<file path="config.mk">
export PLATFORM = sky130hd
export DESIGN_NAME = shift_seq
export DESIGN_NICKNAME = d
export VERILOG_FILES = /design/src/rtl/shift_seq.sv
export SDC_FILE = /design/constraint.sdc
export NUM_CORES = 1
export LEC_CHECK = 0
export BUFFER_PORTS_ARGS = -buffer_cell sky130_fd_sc_hd__buf_4
export CORE_MARGIN = 2
export CORE_UTILIZATION = 35
export CTS_CLUSTER_SIZE = 10
export DETAILED_ROUTE_END_ITERATION = 6
export SKIP_LAST_GASP = 1
export SYNTH_ARGS = -nofsm -noshare
export SYNTH_HDL_FRONTEND = slang
export SYNTH_SLANG_ARGS = --single-unit
</file>
<file path="constraint.sdc">
create_clock -name clk -period 2.31 [get_ports clk]
set_input_delay 0.1155 -clock clk [delete_from_list [all_inputs] [get_ports clk]]
set_output_delay 0.1155 -clock clk [all_outputs]
set_load 0.01 [all_outputs]
</file>
<file path="src/rtl/shift_seq.sv">
// Sequential barrel-free shifter: applies LSL/LSR/ASR/ROL/ROR to a loaded operand
// in coarse steps of d bits, then single-bit steps, with a one-cycle done pulse.
module shift_seq #(
  parameter int unsigned w = 64,
  parameter int unsigned d = 4
) (
  input  logic                 clk,
  input  logic                 rst_b,
  input  logic                 start,
  input  logic [2:0]           mode,
  input  logic [$clog2(w)-1:0] amt,
  input  logic [w-1:0]         in,
  output logic                 busy,
  output logic                 done,
  output logic [w-1:0]         q
);

  localparam int unsigned aw = $clog2(w);
  localparam logic [aw-1:0] step_big = aw'(d);
  localparam logic [aw-1:0] step_one = aw'(1);

  typedef enum logic [1:0] {
    IDLE,
    SHIFT,
    DONE
  } state_t;

  state_t        state;
  logic [2:0]    op;
  logic [aw-1:0] rem;
  logic [aw-1:0] step;
  logic [w-1:0]  shifted;

  always_comb begin
    step    = (rem >= step_big) ? step_big : step_one;
    shifted = q;
    case (op)
      3'b000:  shifted = q << step;
      3'b001:  shifted = q >> step;
      3'b010:  shifted = $signed(q) >>> step;
      3'b011:  shifted = (q << step) | (q >> (w - 32'(step)));
      3'b100:  shifted = (q >> step) | (q << (w - 32'(step)));
      default: shifted = q;
    endcase
  end

  always_ff @(posedge clk or negedge rst_b) begin
    if (!rst_b) begin
      state <= IDLE;
      op    <= '0;
      rem   <= '0;
      q     <= '0;
      busy  <= 1'b0;
      done  <= 1'b0;
    end else begin
      case (state)
        IDLE: begin
          done <= 1'b0;
          if (start) begin
            q    <= in;
            op   <= mode;
            rem  <= amt;
            busy <= 1'b1;
            // Zero amount and reserved modes skip SHIFT so q stays equal to in.
            if (amt == '0 || mode > 3'b100) begin
              state <= DONE;
              done  <= 1'b1;
            end else begin
              state <= SHIFT;
            end
          end
        end
        SHIFT: begin
          q   <= shifted;
          rem <= rem - step;
          if (rem == step) begin
            state <= DONE;
            done  <= 1'b1;
          end
        end
        DONE: begin
          done  <= 1'b0;
          busy  <= 1'b0;
          state <= IDLE;
        end
        default: begin
          state <= IDLE;
          busy  <= 1'b0;
          done  <= 1'b0;
        end
      endcase
    end
  end

endmodule

</file>
==> out/metrics.yaml <==
grt_max_degree: 47
tritoncts.num_buffers: 9
setup.worst_path.start: "op[1]"
worstMarginPinSlew_ns: 0.570
critical_path_class: "reg2reg"
synth.distinct_cells: 61
globalRouteOverflowTotal: 0
routedWlPerCell_um: 19.0
placement.io_buffers: 141
grt_setup_unrepaired: "false"
cap_viol_max_count: 0
global_route_total_usage_across_every_layer: 0.241
path_max_fanout: 28
coreArea_um2: 15300
area_growth_pct: 32.9
final_hold_viol_count: 0
clock_sink_count: 77
synthesized_area_um2: 5530
layout.area.seq_um2: 1930
std_cell_rows: 45
setup-violations-final: 0
layout_common_cells: "sky130_fd_sc_hd__buf_4, sky130_fd_sc_hd__nand2_1, sky130_fd_sc_hd__nor2_1"
syn_nets: 792
share_of_power_burned_in_the_clock_network: 0.120
routed_wl_um: 20300
floorplan.die.height_um: 130
synth-main-ff-cell: "sky130_fd_sc_hd__dfrtp_1"
timing.clock.skew_ns: 0.00802
gr-usage-met3: 0.0322
most_frequent_standard_cell_in_the_layout_excluding_fill_and_tap_cells: "sky130_fd_sc_hd__buf_4"
cp.required_ns: 2.59
final_net_count: 927
placed_cell_area_um2: 6960
max_freq_ghz: 0.458
ys_seq_elements: 77
dp_hpwl_um: 13800
arrival_time_of_data_at_the_critical_path_endpoint_ns: 2.46
cellLeakagePower_uw: 0.00328
layout.filler_cells: 1552
postRouteAntennaNets: 0
fp.dieW_um: 130
detailedRoute.firstPassIterationCount: 7
antenna_violations_before_repair: 0
post-route-period-util: 0.945
pin_count: 142
tritoncts: "done"
layout-drive-gt1-share: 0.262
vdd.ir_drop.worst_mv: 0.721
cts.root.buffer_cell: "sky130_fd_sc_hd__clkbuf_16"
post_route_worst_hold_slack_ns: 0.00590
gpl.final_weighted_congestion: 0.897
cts.reportedPaths.clkPinSlew_ns: 0.06
grt_use_met2: 0.372
async_reset_ff_frac: 1.00
avgViaCountPerCell: 5.73
total_switching_power_uw: 6360
grt_first_pass_wirelength_um: 31900
part_of_the_power_in_registers: 0.249
worstSetupStartpointType: "flop"
number_of_global_route_vias_before_repair: 5868
min_from: "amt[5]"
total_number_of_vias: 6102
busiest_grt_layer: "met2"
design.die.area_um2: 16800
critical_path.reg2reg.startpoint: "op[1]"
pwr_density_cell_nw_per_um2: 1800
worstSkewPairLatency_ns: 0.35
multiInputGateArea_um2: 3280
antennaDiodeCount: 0
synth-seq-area-share: 0.349
drc: 0
final_design_area_no_fill_um2: 7340
netSwitchingFraction: 0.481
cts-htree-levels: 3
tns_ns: 0
critical_path.endpoint_type: "flop"
final_worst_path_period_need_ns: 2.18
power_report.internal_total_uw: 6880
share_comb_of_total_power: 0.631
run_status: "finished, final reports clean"
cts-root-to-sink-buffers: 2
syn-instance-count: 714
max-slew-margin-rel: 0.620
timing.hold.worst.class: "in2reg"
post_cts_buffers: 0
synth_edf_count: 0
globalRouteMet1Util: 0.340
drt_first_iter_violations: 611
pins_over_their_slew_limit: 0
synth_warnings: 0
floorplan.initialDensity: 0.361
synth.avg_cell_area_um2: 7.74
[power by group through the flow]
stage,registers [µW],logic (µW),clock network [µW]
after floorplan,3060,5280,0
after detailed placement,3280,8180,0
after CTS,3260,8240,1610
after global placement,3290,8160,0
final,3290,8360,1590
after global routing,3400,9220,1660
[metal layers]
layer	vias up	wire [µm]
met5	-	0
met4	0	462
met3	36	1250
met2	285	9280
met1	2933	9280
li1	2848	-
[timing repair]
action	4_1_cts	5_1_grt
hold buffers	4	0
hold endpoints to repair	38	0
resized for setup	0	3
setup endpoints to repair	0	14
[synthesized netlist by cell type, drive strengths merged (4+ instances only)]
library cell | number | area (µm²)
nand2 | 128 | 485
a22o | 9 | 78.8
inv | 8 | 35.0
nand3 | 6 | 30.0
mux4 | 6 | 135
dfrtp | 77 | 1930
o21a | 4 | 30.0
a32o | 6 | 60.1
o21ai | 87 | 439
and3 | 10 | 62.6
o22a | 6 | 52.6
a221o | 4 | 40.0
nor3 | 25 | 125
buf | 38 | 236
nor2 | 96 | 363
o32a | 20 | 200
clkbuf | 25 | 93.8
a31oi | 4 | 25.0
mux2i | 25 | 250
a211oi | 4 | 30.0
a21oi | 73 | 369
or3 | 4 | 25.0
[layout make-up]
| class | instances | share of cell area |
|---|---|---|
| multi-input combinational | 567 | 0.447 |
| tap | 211 | 0.0360 |
| clock inverter | 3 | 0.00920 |
| inverter | 8 | 0.00477 |
| timing repair buffer | 186 | 0.205 |
| clock buffer | 13 | 0.0354 |
| sequential | 77 | 0.262 |
[cell families after synthesis]
| family | after synthesis | synth area share |
|---|---|---|
| DFF | 77 | 0.349 |
| muxes | 34 | 0.0765 |
| adders and majority gates | 2 | 0.00453 |
| buffers and inverters | 71 | 0.0661 |
| xor gates and xnor gates | 3 | 0.00476 |
| AOI/OAI and AO/OA | 240 | 0.276 |
| and+or+nand+nor | 287 | 0.223 |
[flip-flops by register name, summed over array words and instances (netlist names)]
signal	count
q	64
op	3
rem	6
state	2
done	1
busy	1
[metrics by stage]
stage	power (µW)	worst slack, ns	cells	utilization
global route	14300	0.0409	1065	0.479
floorplan	8340	0.0888	714	-
CTS	13100	0.0141	1064	0.478
finish	13200	0.128	1065	0.479
detailed placement	11500	0.0774	1044	0.454
global placement	11400	0.107	1044	0.454
[path summary, 6_finish.rpt]
| path | slack, ns | to | cells past startpoint |
|---|---|---|---|
| hold reg to reg | 0.52 | done | 1 |
| hold / removal | 0.006 | rem[5] | 2 |
| max in group asynchronous | 1.41 | q[43] | 3 |
| setup / recovery | 0.13 | q[14] | 7 |
| setup reg to reg | 0.13 | q[14] | 7 |
| min in group asynchronous | 0.28 | rem[5] | 2 |
[worst max-delay path, stage by stage (launching register included)]
cell and delay (ns):
sky130_fd_sc_hd__dfrtp_1 0.46, sky130_fd_sc_hd__buf_4 0.21, sky130_fd_sc_hd__buf_4 0.20, sky130_fd_sc_hd__o21a_2 0.42
sky130_fd_sc_hd__buf_12 0.25, sky130_fd_sc_hd__mux2i_1 0.10, sky130_fd_sc_hd__a221o_1 0.35, sky130_fd_sc_hd__o21ai_1 0.11
(Power assumes the default switching activity.)
